File: src/rtl/pipe_pkg.sv
// Shared pipeline definitions for the EX/MEM boundary.
// Holds the field widths of the EX/MEM payload and control words, the
// derived default widths, and the bit offsets used to pack/unpack the
// payload:  {bpc, alu_out, rd2, alu_zero, rd} (bpc in the MSBs)
// and the control word:  {ctlwb, ctlm} (ctlwb in the MSBs).
package pipe_pkg;

    localparam int PC_W   = 32;
    localparam int WORD_W = 32;
    localparam int REG_W  = 5;
    localparam int WB_W   = 2;
    localparam int M_W    = 3;

    localparam int EX_MEM_DATA_W = PC_W + WORD_W + WORD_W + 1 + REG_W;
    localparam int EX_MEM_CTL_W  = WB_W + M_W;

    // Payload bit offsets (LSB position of each field).
    localparam int RD_LSB   = 0;
    localparam int ZERO_LSB = RD_LSB + REG_W;
    localparam int RD2_LSB  = ZERO_LSB + 1;
    localparam int ALU_LSB  = RD2_LSB + WORD_W;
    localparam int BPC_LSB  = ALU_LSB + WORD_W;

    // Control word bit offsets.
    localparam int M_LSB  = 0;
    localparam int WB_LSB = M_LSB + M_W;

    function automatic logic [EX_MEM_DATA_W-1:0] pack_payload(
        input logic [PC_W-1:0]   bpc,
        input logic [WORD_W-1:0] alu_out,
        input logic [WORD_W-1:0] rd2,
        input logic              alu_zero,
        input logic [REG_W-1:0]  rd
    );
        logic [EX_MEM_DATA_W-1:0] p;
        p = '0;
        p[BPC_LSB +: PC_W]    = bpc;
        p[ALU_LSB +: WORD_W]  = alu_out;
        p[RD2_LSB +: WORD_W]  = rd2;
        p[ZERO_LSB]           = alu_zero;
        p[RD_LSB +: REG_W]    = rd;
        return p;
    endfunction

endpackage

File: src/rtl/pipe_entry.sv
// One pipeline holding register: valid bit + control + payload.
// Ports:
//   clk, rst      : clock and synchronous active-high reset (clears everything)
//   load          : capture ld_ctl/ld_data and set valid (wins over clear)
//   clear         : drop valid; ctl/data keep their last value
//   ld_ctl, ld_data : value to capture
//   valid, ctl, data : registered contents
module pipe_entry #(
    parameter int DATA_W = 102,
    parameter int CTL_W  = 5
) (
    input  logic              clk,
    input  logic              rst,
    input  logic              load,
    input  logic              clear,
    input  logic [CTL_W-1:0]  ld_ctl,
    input  logic [DATA_W-1:0] ld_data,
    output logic              valid,
    output logic [CTL_W-1:0]  ctl,
    output logic [DATA_W-1:0] data
);

    always_ff @(posedge clk) begin
        if (rst) begin
            valid <= 1'b0;
            ctl   <= '0;
            data  <= '0;
        end else if (load) begin
            valid <= 1'b1;
            ctl   <= ld_ctl;
            data  <= ld_data;
        end else if (clear) begin
            valid <= 1'b0;
        end
    end

endmodule

File: src/rtl/ex_mem_stage.sv
// EX/MEM pipeline register with a one-entry skid buffer.
// The main entry drives the MEM side; the skid entry catches the one
// instruction accepted while main is stalled, so in_ready can come straight
// from a register (NOT skid.valid) with no combinational path from out_ready.
// Ports:
//   clk, rst            : clock, synchronous active-high reset
//   in_valid/in_ready   : EX-side handshake; in_ctl/in_data its control/payload
//   flush               : drop both held entries at the next edge
//   out_valid/out_ready : MEM-side handshake; out_ctl/out_data its control/payload
//   occupancy           : registered count of held entries (0..2)
module ex_mem_stage
    import pipe_pkg::*;
#(
    parameter int DATA_W     = EX_MEM_DATA_W,
    parameter int CTL_W      = EX_MEM_CTL_W,
    parameter int BUBBLE_CTL = 1
) (
    input  logic              clk,
    input  logic              rst,
    input  logic              in_valid,
    output logic              in_ready,
    input  logic [CTL_W-1:0]  in_ctl,
    input  logic [DATA_W-1:0] in_data,
    input  logic              flush,
    output logic              out_valid,
    input  logic              out_ready,
    output logic [CTL_W-1:0]  out_ctl,
    output logic [DATA_W-1:0] out_data,
    output logic [1:0]        occupancy
);

    logic              main_valid;
    logic [CTL_W-1:0]  main_ctl;
    logic [DATA_W-1:0] main_data;
    logic              skid_valid;
    logic [CTL_W-1:0]  skid_ctl;
    logic [DATA_W-1:0] skid_data;

    logic              accept;
    logic              consume;
    logic              main_load;
    logic              main_clear;
    logic              skid_load;
    logic              skid_clear;
    logic [CTL_W-1:0]  main_src_ctl;
    logic [DATA_W-1:0] main_src_data;
    logic              main_next;
    logic              skid_next;
    logic [1:0]        occ_q;

    assign in_ready  = ~skid_valid;
    assign out_valid = main_valid;
    assign accept    = in_valid & in_ready;
    assign consume   = main_valid & out_ready;

    always_comb begin
        main_load     = 1'b0;
        main_clear    = flush | consume;
        skid_load     = 1'b0;
        skid_clear    = flush | (consume & skid_valid);
        main_src_ctl  = in_ctl;
        main_src_data = in_data;
        if (!flush) begin
            if (consume && skid_valid) begin
                // Skid drains into main; accept is impossible this cycle
                // because in_ready is low while skid is full.
                main_load     = 1'b1;
                main_src_ctl  = skid_ctl;
                main_src_data = skid_data;
            end else if (accept && (!main_valid || consume)) begin
                main_load = 1'b1;
            end else if (accept) begin
                // Main is full and stalled: park the new instruction.
                skid_load = 1'b1;
            end
        end
    end

    assign main_next = main_load | (main_valid & ~main_clear);
    assign skid_next = skid_load | (skid_valid & ~skid_clear);

    pipe_entry #(
        .DATA_W (DATA_W),
        .CTL_W  (CTL_W)
    ) u_main (
        .clk     (clk),
        .rst     (rst),
        .load    (main_load),
        .clear   (main_clear),
        .ld_ctl  (main_src_ctl),
        .ld_data (main_src_data),
        .valid   (main_valid),
        .ctl     (main_ctl),
        .data    (main_data)
    );

    pipe_entry #(
        .DATA_W (DATA_W),
        .CTL_W  (CTL_W)
    ) u_skid (
        .clk     (clk),
        .rst     (rst),
        .load    (skid_load),
        .clear   (skid_clear),
        .ld_ctl  (in_ctl),
        .ld_data (in_data),
        .valid   (skid_valid),
        .ctl     (skid_ctl),
        .data    (skid_data)
    );

    // Occupancy is its own register, tracking the entries' next-state valids.
    always_ff @(posedge clk) begin
        if (rst) begin
            occ_q <= 2'd0;
        end else begin
            occ_q <= {1'b0, main_next} + {1'b0, skid_next};
        end
    end

    assign occupancy = occ_q;
    assign out_data  = main_data;
    // A bubble must never carry write enables into MEM/WB.
    assign out_ctl   = ((BUBBLE_CTL != 0) && !main_valid) ? '0 : main_ctl;

endmodule

File: config.mk
export PLATFORM = sky130hd
export DESIGN_NAME = ex_mem_stage
export DESIGN_NICKNAME = d
export VERILOG_FILES = /design/src/rtl/pipe_pkg.sv /design/src/rtl/pipe_entry.sv /design/src/rtl/ex_mem_stage.sv
export SDC_FILE = /design/constraint.sdc
export NUM_CORES = 1
export LEC_CHECK = 0
export ABC_AREA = 1
export BUFFER_PORTS_ARGS = -buffer_cell sky130_fd_sc_hd__buf_4
export CAP_MARGIN = 20
export CORE_ASPECT_RATIO = 0.8
export CORE_MARGIN = 10
export CORE_UTILIZATION = 40
export CTS_CLUSTER_DIAMETER = 150
export CTS_CLUSTER_SIZE = 14
export DETAILED_ROUTE_END_ITERATION = 7
export GPL_TIMING_DRIVEN = 0
export PLACE_DENSITY_LB_ADDON = 0.1
export SLEW_MARGIN = 5
export SYNTH_ARGS = -nofsm -noshare
export SYNTH_HDL_FRONTEND = slang
export SYNTH_SLANG_ARGS = --single-unit
File: constraint.sdc
create_clock -name clk -period 4.25 [get_ports clk]
set_clock_uncertainty 0.2 [all_clocks]
set_input_delay 0.85 -clock clk [delete_from_list [all_inputs] [get_ports clk]]
set_output_delay 0.85 -clock clk [all_outputs]
set_load 0.01 [all_outputs]
### After elaboration in Yosys (flattened, before gate mapping)

Cells that the tools add are included.

| cells by class | value |
|---|---|
| bitwise gates (word level) | 12 |
| reduce and logical (&&, ||, !) cells | 6 |
| add/subtract/negate cells | 1 |
| multiplexer cells | 16 |

Operators with widths:

| cell | count |
|---|---|
| two-way mux 102 bit | 2 |
| two-way mux 5 bit | 3 |
| two-way mux 1 bit | 11 |
| bitwise AND 1 bit | 5 |
| bitwise OR 1 bit | 4 |
| nonzero test 2 bit | 2 |
| NOT 1 bit | 3 |
| adder 1 x 1 -> 2 bit | 1 |
| logical AND 1 bit | 2 |
| zero test 1 bit | 1 |
| logical OR 1 bit | 1 |

| storage, ports and cells | value |
|---|---|
| logic and storage cells | 42 |
| input bits | 112 |
| output and inout port bits | 111 |
| bits in registers | 218 |

### Logic depth before layout (Yosys ltp)

Gate-level depths: netlist of run 1.

| logic depth | value |
|---|---|
| word-level depth | 8 |
| mapped depth | 10 |
| gate-level depth less buffers | 9 |

### Modules after synthesis

Synthesis of run 1 repeated with hierarchy kept, for this count alone.

| unflattened totals | value |
|---|---|
| cell total of the unflattened synthesis | 1,328 |
| area total of the unflattened synthesis | 9,193.8 um2 |

Modules (own cells, without submodules):

| module | times used | cells an instance | seq. area each (um2) | area an instance (um2) |
|---|---|---|---|---|
| pipe_entry | 2 | 468 | 2,162.1 | 3,716.1 |
| ex_mem_stage | 1 | 392 | 40.0 | 1,761.7 |

### Worst setup path after synthesis of run 1

OpenSTA, ideal clock, no wires.

| path | value |
|---|---|
| path type | input port to flip-flop |
| start point | in out_ready |
| end point | reg occ_q[0] (netlist: occupancy[0]) |
| required time | 3.941 ns |
| setup time | 0.109 ns |
| setup slack | 1.995 ns |
| path buffers | 2 |
| cell stages on the path | 10 |
| data arrival time | 1.946 ns |
| cell sequence | inv_1 nand2_1 clkinv_1 nand3_1 buf_2 clkbuf_1 nand2_1 ha_1 inv_1 nor2_1 |

| on the way | value |
|---|---|
| longest elaborated chain between the ends | 8 |
| elaborated cells between the ends (all ways) | 20 |
| those cells by class | add/sub: 1; mux: 6; bitwise: 10; reduce/logical: 3 |

Ends and longest elaborated chain:

| item | RTL line | RTL |
|---|---|---|
| start: declaration | ex_mem_stage.sv:26 | `input logic out_ready,` |
| bitwise AND 1 bit (*) | ex_mem_stage.sv:54 | `assign consume = main_valid & out_ready;` |
| logical OR 1 bit | ex_mem_stage.sv:70 | `end else if (accept && (!main_valid \|\| consume)) begin` |
| logical AND 1 bit | ex_mem_stage.sv:70 |  |
| two-way mux 1 bit | ex_mem_stage.sv:70 |  |
| two-way mux 1 bit | ex_mem_stage.sv:64 | `if (consume && skid_valid) begin` |
| two-way mux 1 bit | ex_mem_stage.sv:63 | `if (!flush) begin` |
| bitwise OR 1 bit (on tied branches) | ex_mem_stage.sv:79, ex_mem_stage.sv:80 |  |
| adder 1 x 1 -> 2 bit (*) | ex_mem_stage.sv:117 | `occ_q <= {1'b0, main_next} + {1'b0, skid_next};` |
| end signal: assignment | ex_mem_stage.sv:117 |  |
| end: declaration | ex_mem_stage.sv:49 | `logic [1:0] occ_q;` |

Every way passes the cells marked *; elsewhere a longest branch is shown, timed or not.
A chain may end at the register's enable or synchronous reset.

### Worst setup path in the final report of run 1

| path | value |
|---|---|
| start point | reg u_main.valid |
| end point | out out_ctl[0] |

| on the way | value |
|---|---|
| longest elaborated chain between the ends | 1 |

Ends and longest elaborated chain:

| item | RTL line | RTL |
|---|---|---|
| start: declaration | pipe_entry.sv:18 | `output logic valid,` |
| start signal: assignment | pipe_entry.sv:25 | `valid <= 1'b0;` |
| start signal: assignment | pipe_entry.sv:29 | `valid <= 1'b1;` |
| start signal: assignment | pipe_entry.sv:33 | `valid <= 1'b0;` |
| two-way mux 5 bit | ex_mem_stage.sv:124 | `assign out_ctl = ((BUBBLE_CTL != 0) && !main_valid) ? '0 : main_ctl;` |
| end: declaration | ex_mem_stage.sv:27 | `output logic [CTL_W-1:0] out_ctl,` |

No other way between the ends.

==> flow_summary.ini, run 1 <==
[status]
run_status = finished, final reports clean

[global_route]
grt_pass1_vias = 9508
grt_pass1_wl_mm = 51.1
grtUsageTotal = 0.196
grt_antenna_before_repair = 1
grt-ovfl-total = 0
grt_start_max_net_pins = 15

[power]
ir_drop_v = 0.000271
swShare = 0.262
combPwrFrac = 0.142
leakagePower_nw = 6.08
p_int_w = 0.00321
p_sw_w = 0.00114
p_clk_frac = 0.356
sequentialPowerShare = 0.501
power_density_nw_per_um2 = 349

[finish]
syn_to_final_growth_pct = 25.8
nFillCells = 2565
nets = 1906
drive_gt1_frac = 0.164

[yosys]
ys_ff_latch = 218
synth_area_leaders = dfxtp_1, nor2_1, nand2_1
postSynthCellCount = 1550
synth-seq-area-share = 0.441
synthesis.area_um2 = 9890
synth_top_area_cell = dfxtp_1
yosysTopAreaCellShare = 0.441
yosys_warnings = 0
syn_nets = 1663
syn_avg_cell_area_um2 = 6.38
yosysUniqueCellTypes = 18

[setup_path]
cp_slowest_cell = dfxtp_1
crit_path_cell_trace = nand2_1 > inv_1 > buf_4
critPathLaunchType = flop
critPathMaxFanout = 8
critPathKind = flop to primary output
worstSetupEndpointType = primary output
arrival_ns = 1.29
cpPeakStageDelay_ns = 0.52
crit_required_ns = 3.20

[timing]
relSlewSlack = 0.513
rsz0062_at_grt = no
worst_slew_pin_slew_ns = 0.731
fmax_mhz = 428
finalCritPeriodShare = 0.550
finalSetupTns_ns = 0
finalHoldViolations = 0
period_needed_ns = 2.34
slew_violations = 0
setup_viol = 0
whs_ns = 0.281
setup_slack_ns = 1.91

[detailed_routing]
ant_nets = 0
first_pass_iters = 7
vias = 10000
drt_iter0_markers = 629
drc = 0
wirelength_mm = 32.0
via_per_inst = 4.74
routedWlPerCell_um = 15.2

[floorplanning]
die_w_um = 196
start_util = 0.407
num_rows = 51
io_pins = 223
coreArea_um2 = 24300
dieArea_um2 = 31400
die_y_um = 161

[cts]
cts_buffer_depth = 3
root_buffer = clkbuf_16
path_clk_slew_ns = 0.07
numCtsBuffers = 19
htreeDepth = 1
cts_tree = yes
cts.sinks = 218
postCtsSetupBuffers = 0
clk_latency_ns = 0.49
ctsHoldBuffers = 0
post_cts_resized = 0

[placed_design]
portBuffers = 222
place_ws_ns = 1.41
dp_hpwl_mm = 23.3
place.gp.congestion = 0.825

[hold_path]
hp-class = flop to flop

[flow_run]
maxCapViolCount = 0
## Yosys cell counts, drive strengths merged
master    n
nand2   338
buf      50
a21oi     1
inv     121
ha        1
clkbuf   63
clkinv    2
dfxtp   218
nand3   216
o21ai   107
nor2    433
## worst max-delay path, delay by kind of cell, from the launching register on
kind | cells | cell delay (ns)
simple gates | 1 | 0.10
buf+inv | 2 | 0.17
flops | 1 | 0.52
## path summary, 6_finish.rpt
| check | startpoint | endpoint | slack [ns] | cells past startpoint |
|---|---|---|---|---|
| worst min-delay path | u_skid.data[17] | u_skid.data[17] | 0.28 | 2 |
| worst max register to register | u_main.valid | u_main.data[56] | 1.91 | 7 |
| worst max-delay path | u_main.valid | out_ctl[0] | 1.91 | 3 |
| worst min register to register | u_skid.data[17] | u_skid.data[17] | 0.28 | 2 |
## flip-flops by register name, indices dropped and copies added, names as in the netlist
signal	count
u_skid.data	102
u_skid.valid	1
occupancy	2
u_skid.ctl	5
u_main.valid	1
u_main.ctl	5
u_main.data	102
## metal layers
| layer | vias up | part of all wire | wire (µm) | track usage |
|---|---|---|---|---|
| met5 | - | 0 | 0 | 0 |
| met4 | 0 | 0.024 | 756 | 0.0482 |
| met3 | 43 | 0.064 | 2050 | 0.0400 |
| met2 | 260 | 0.45 | 14300 | 0.310 |
| met1 | 4458 | 0.47 | 14900 | 0.265 |
| li1 | 5253 | - | - | - |
## cells by family after synthesis
group           Yosys count  synth area share
fa+ha+maj                 1           0.00127
buf+inv                 236            0.0993
compound gates          108            0.0547
simple gates            987             0.403
flops                   218             0.441
## per-stage QoR
stage | cells | power (W) | utilization | area, µm²
final | 2111 | 0.00435 | 0.512 | 12400
after global placement | 2090 | 0.00285 | 0.492 | 12000
after CTS | 2110 | 0.00440 | 0.512 | 12400
after floorplan | 1550 | 0.00255 | - | 9890
after global routing | 2110 | 0.00456 | 0.512 | 12400
after detailed placement | 2090 | 0.00285 | 0.492 | 12000
## power by group through the flow
stage	Sequential, W	Combinational (W)	Clock (W)
after floorplan	0.00225	0.000294	0
after global placement	0.00222	0.000622	0
after detailed placement	0.00223	0.000626	0
after CTS	0.00218	0.000629	0.00159
after global routing	0.00219	0.000703	0.00167
final	0.00218	0.000619	0.00155
## cell type report
cell class                 count  area (µm²)  area share
timing repair buffer         222        1670       0.134
inverter                     123         462      0.0371
sequential                   218        4360       0.351
tap                          318         398      0.0320
clock buffer                  19         475      0.0382
clock inverter                 1        8.76    0.000704
buffer                       113         520      0.0418
antenna                        1        2.50    0.000201
multi-input combinational   1096        4540       0.365
## cell usage in the layout (no fill, tap or decap)
cell type,count
clkbuf_16,19
nand3_1,216
o21ai_0,107
clkinv_1,2
buf_4,223
buf_6,6
clkbuf_2,1
nand2_2,2
nor2_4,1
nand2_1,336
clkinv_4,1
ha_1,1
buf_2,37
buf_1,6
inv_1,118
clkbuf_1,62
diode_2,1
dfxtp_1,218
inv_2,3
a21oi_1,1
nor2_1,432
Note: power is estimated with default switching activity, not from simulation.
==> inputs of run 2 (changes only) <==
--- a/config.mk
+++ b/config.mk
@@ -5,7 +5,7 @@
 export SDC_FILE = /design/constraint.sdc
 export NUM_CORES = 1
 export LEC_CHECK = 0
-export ABC_AREA = 1
+export ABC_AREA = 0
 export BUFFER_PORTS_ARGS = -buffer_cell sky130_fd_sc_hd__buf_4
 export CAP_MARGIN = 20
 export CORE_ASPECT_RATIO = 0.8
==> constraint.sdc (replaced) <==
create_clock -name clk -period 2.22 [get_ports clk]
set_clock_uncertainty 0.2 [all_clocks]
set_input_delay 0.444 -clock clk [delete_from_list [all_inputs] [get_ports clk]]
set_output_delay 0.444 -clock clk [all_outputs]
set_load 0.01 [all_outputs]
==> flow_summary.ini, run 2 <==
[status]
run_status = finished, final reports clean

[flow_run]
maxCapViolCount = 0

[setup_path]
cpPeakStageDelay_ns = 0.33
arrival_ns = 2.25
worstSetupEndpointType = flop
cp_common_cell = buf_4
cp_slowest_cell = dfxtp_1
critPathLaunchType = flop
critPathKind = flop to flop
crit_required_ns = 2.36
crit_path_cell_trace = buf_4 > or2_1 > a211oi_4 > buf_4 > buf_8 > buf_4 > buf_6 > a311oi_1
critPathMaxFanout = 10

[timing]
fmax_mhz = 474
period_needed_ns = 2.11
relSlewSlack = 0.547
whs_ns = 0.00690
finalCritPeriodShare = 0.951
worst_slew_pin_slew_ns = 0.679
setup_viol = 0
slew_violations = 0
finalHoldViolations = 0
rsz0062_at_grt = no
setup_slack_ns = 0.109

[detailed_routing]
drt_iter0_markers = 554
routedWlPerCell_um = 16.7
ant_nets = 0
first_pass_iters = 5
route.top_layer_used = met4
wirelength_mm = 27.6
met2WireLength_mm = 12.4
vias = 8356
drc = 0
via_per_inst = 5.04
m1WireLength_mm = 12.8
met3WireLength_mm = 1.93

[finish]
nets = 1501
nFillCells = 1999
drive_gt1_frac = 0.218
syn_to_final_growth_pct = 38.5
final_cell_mix = nand2_1, buf_4, dfxtp_1, a21oi_1, nor2_1
reg_top3 = u_main.data (102), u_skid.data (102)
num_antenna_cells = 0
final_common_cell = nand2_1

[floorplanning]
dieArea_um2 = 27300
num_rows = 47
start_util = 0.407
coreArea_um2 = 20700
die_y_um = 150
die_w_um = 182
io_pins = 223

[yosys]
synth_top_area_cell = dfxtp_1
synthArstFlopShare = 0
synthesis.area_um2 = 8420
ys_ff_latch = 218
yosys-top-cells-count = nand2_1, dfxtp_1, a21oi_1, nor2_1, a311oi_1
syn_avg_cell_area_um2 = 7.75
synth_edf_count = 0
syn_nets = 1200
synthFlopType = dfxtp_1
synth_area_leaders = dfxtp_1, nand2_1, a311oi_1
yosys.cell_count.top_type = nand2_1
synth-seq-area-share = 0.518
yosysTopAreaCellShare = 0.518
postSynthCellCount = 1087
yosysUniqueCellTypes = 19
yosys_warnings = 0

[cts]
root_buffer = clkbuf_16
clk_latency_ns = 0.50
htreeDepth = 1
path_clk_slew_ns = 0.08
cts_buffer_depth = 3
numCtsBuffers = 19
cts_tree = yes
cts.sinks = 218

[placed_design]
portBuffers = 221
dp_hpwl_mm = 19.0
place.gp.congestion = 0.793
place_ws_ns = -0.393

[global_route]
grt_pass1_vias = 7977
grt-ovfl-total = 0
grtUsageTotal = 0.189
grt_antenna_before_repair = 0
grt_start_max_net_pins = 15
grt_pass1_wl_mm = 42.8

[hold_path]
hp-class = input pin to flop

[power]
ir_drop_v = 0.000531
p_total_w = 0.00821
leakagePower_nw = 4.67
power_density_nw_per_um2 = 704
run 2: cell count changes after synthesis, moves of 4 or more:
cell and change:
a21oi_1 +108, a311oi_1 +107, and2_1 +6, buf_1 -6, buf_2 -8, buf_6 -6, inv_1 -116, nand2_1 +95
nand3_1 -216, nor2_1 -324, nor2b_1 +4, o21ai_0 -106
run 2: cells by family (layout without fill, tap and decap cells):
family	after synthesis	in the layout	synth area share
AND/OR/NAND/NOR	554	554	0.252
AO/OA/AOI/OAI	218	218	0.179
flip-flops	218	218	0.518
buffers and inverters	96	397	0.0489
adder cells (fa/ha/maj)	1	1	0.00149
run 2: cell type report:
type / count / area [µm²] / share of cell area
Buffer: 94 / 507 / 0.0435
Clock buffer: 19 / 475 / 0.0408
Clock inverter: 2 / 17.5 / 0.00150
Inverter: 2 / 7.51 / 0.000644
Multi-Input combinational cell: 773 / 3670 / 0.315
Sequential cell: 218 / 4370 / 0.374
Tap cell: 269 / 337 / 0.0289
Timing Repair Buffer: 280 / 2280 / 0.195
run 2: worst paths after layout:
| path | slack, ns | depth (start not counted) | from | to |
|---|---|---|---|---|
| setup reg to reg | 0.11 | 8 | u_main.valid | u_main.data[95] |
| hold / removal | 0.007 | 3 | in_data[37] | u_skid.data[37] |
| setup / recovery | 0.11 | 8 | u_main.valid | u_main.data[95] |
| hold reg to reg | 0.25 | 2 | u_skid.data[45] | u_skid.data[45] |
run 2: per-stage QoR:
step	cell area (µm²)	instances	setup TNS (ns)	util
finish	11700	1657	0	0.563
global route	11700	1657	0	0.563
CTS	11400	1650	0	0.553
detailed placement	10400	1577	-41.93	0.503
global placement	10400	1577	-40.81	0.503
floorplan	8420	1087	0	-
run 2: timing repair:
item                                    4_1_cts  5_1_grt
endpoints found under the setup margin      134      156
pin swaps                                     2       14
hold buffers                                 48        0
gates cloned                                  0        3
setup buffers                                 4        4
gates resized for setup                      10       61
endpoints found under the hold margin        48        0
run 2: where the power goes:
part	internal, W	total (W)	switching (W)
Sequential	0.00407	0.00416	0.0000898
Combinational	0.000549	0.00108	0.000531
Clock	0.00153	0.00297	0.00144
Total	0.00615	0.00821	0.00206
run 2: worst max-delay path, delay by kind of cell (launching register included):
family | cells | cell delay (ns)
AO/OA/AOI/OAI | 2 | 0.32
buffers and inverters | 5 | 0.86
AND/OR/NAND/NOR | 1 | 0.25
flip-flops | 1 | 0.33
run 2: metal layers:
metal	track usage	up-vias
met3	0.0487	29
met5	0	-
met2	0.296	230
li1	-	4239
met1	0.257	3858
met4	0.0345	0
==> inputs of run 3 (changes only) <==
--- a/config.mk
+++ b/config.mk
@@ -14,7 +14,7 @@
 export CTS_CLUSTER_DIAMETER = 150
 export CTS_CLUSTER_SIZE = 14
 export DETAILED_ROUTE_END_ITERATION = 7
-export GPL_TIMING_DRIVEN = 0
+export GPL_TIMING_DRIVEN = 1
 export PLACE_DENSITY_LB_ADDON = 0.1
 export SLEW_MARGIN = 5
 export SYNTH_ARGS = -nofsm -noshare
==> flow_summary.ini, run 3 (same netlist as run 2, synthesis figures left out) <==
[finish]
fin_util = 0.534
nets = 1387
final_cell_mix = nand2_1, buf_4, dfxtp_1, a21oi_1, nor2_1
drive_gt1_frac = 0.214
reg_top3 = u_main.data (102), u_skid.data (102)
syn_to_final_growth_pct = 31.2
final_common_cell = nand2_1
nFillCells = 2016

[global_route]
grt-busiest-layer = met2
grtUsageMet2 = 0.283
grt.met1_usage = 0.224
grt_antenna_before_repair = 1
grtUsageTotal = 0.172
grt_pass1_vias = 7378
use_met3 = 0.0427
grt-ovfl-total = 0
grt_pass1_wl_mm = 39.6
grt_start_max_net_pins = 107

[power]
ir_drop_v = 0.000509
p_int_w = 0.00607
sequentialPowerShare = 0.520
power_density_nw_per_um2 = 726
p_sw_w = 0.00195
combPwrFrac = 0.120
swShare = 0.243
p_clk_frac = 0.360
leakagePower_nw = 4.37
p_total_w = 0.00802

[detailed_routing]
routedWlPerCell_um = 16.4
via_per_inst = 5.04
vias = 7777
first_pass_iters = 4
wirelength_mm = 25.4
ant_nets = 0
drc = 0
drt_iter0_markers = 555

[setup_path]
cpPeakStageDelay_ns = 0.46
arrival_ns = 1.45
critPathKind = flop to primary output
cp_slowest_cell = dfxtp_1
cpLargestDelayFamily = flip-flops
crit_required_ns = 1.58
crit_path_cell_trace = buf_4 > and2_1 > buf_4
worstSetupEndpointType = primary output
critPathMaxFanout = 8
critPathLaunchType = flop
path_buf_inv = 2
cp_common_cell = buf_4

[floorplanning]
dieArea_um2 = 27300
io_pins = 223
coreArea_um2 = 20700
num_rows = 47
die_y_um = 150
die_w_um = 182
start_util = 0.407

[timing]
finalHoldViolations = 0
finalSetupTns_ns = 0
slew_violations = 0
rsz0062_at_grt = no
whs_ns = 0.0166
setup_viol = 0
worst_slew_pin_slew_ns = 0.414
finalCritPeriodShare = 0.942
relSlewSlack = 0.724
period_needed_ns = 2.09
fmax_mhz = 478

[cts]
numCtsBuffers = 19
htreeDepth = 1
clk_latency_ns = 0.48
root_buffer = clkbuf_16
path_clk_slew_ns = 0.07
cts_tree = yes
cts.sinks = 218
cts_buffer_depth = 3

[placed_design]
place.gp.congestion = 0.765
portBuffers = 222
dp_hpwl_mm = 16.2

[status]
run_status = finished, final reports clean

[flow_run]
maxCapViolCount = 0

[hold_path]
hp-class = input pin to flop
==> run 3: cell count changes in the layout (fill, tap and decap cells not counted), sizes merged <==
cell,change
buf,-18
clkbuf,-61
diode,+1
dlygate4sd3,-35
inv,-1
==> run 3: timing repair <==
item / 4_1_cts / 5_1_grt
hold endpoints to repair: 13 / 0
hold buffers: 13 / 0
endpoints found under the setup margin: 0 / 5
gates resized for setup: 0 / 3
buffers inserted: 0 / 1
==> run 3: worst min-delay path, delay by kind of cell <==
family	cells	cell delay [ns]
AOI/OAI and AO/OA	1	0.05
buffers and inverters	1	0.12
and+or+nand+nor	1	0.05
==> run 3: metal layers <==
metal	wire (µm)	up-vias
li1	-	3997
met3	1640	26
met2	11800	193
met1	11500	3561
met5	0	-
met4	457	0
==> run 3: power groups by stage <==
| stage | clock network [W] | registers [W] | logic (W) |
|---|---|---|---|
| floorplan | 0 | 0.00429 | 0.000365 |
| global placement | 0 | 0.00425 | 0.000936 |
| detailed placement | 0 | 0.00425 | 0.000946 |
| CTS | 0.00299 | 0.00417 | 0.000965 |
| global route | 0.00311 | 0.00418 | 0.00106 |
| finish | 0.00289 | 0.00417 | 0.000965 |
==> run 3: final timing paths <==
| path | startpoint | end | slack, ns | cells past startpoint |
|---|---|---|---|---|
| max | u_main.valid | out_ctl[4] | 0.13 | 3 |
| min | in_data[55] | u_skid.data[55] | 0.02 | 3 |
| max reg2reg | u_main.valid | u_main.data[28] | 0.17 | 5 |
| min reg2reg | u_skid.data[53] | u_skid.data[53] | 0.25 | 2 |
==> run 3: through the flow <==
stage,instances,worst slack [ns],instance area [µm²]
global placement,1507,0.179,10400
detailed placement,1507,0.119,10400
global route,1543,0.0301,11100
CTS,1540,0.120,11000
floorplan,1087,0.279,8420
finish,1543,0.128,11100
==> run 3: layout make-up <==
cell class                      instances  area (µm²)  share of cell area
Antenna cell                            1        2.50            0.000226
Clock buffer                           19         475              0.0430
Clock inverter                          1        8.76            0.000793
Inverter                                2        7.51            0.000679
Multi-Input combinational cell        773        3670               0.332
Sequential cell                       218        4360               0.395
Tap cell                              269         337              0.0305
Timing Repair Buffer                  260        2190               0.198
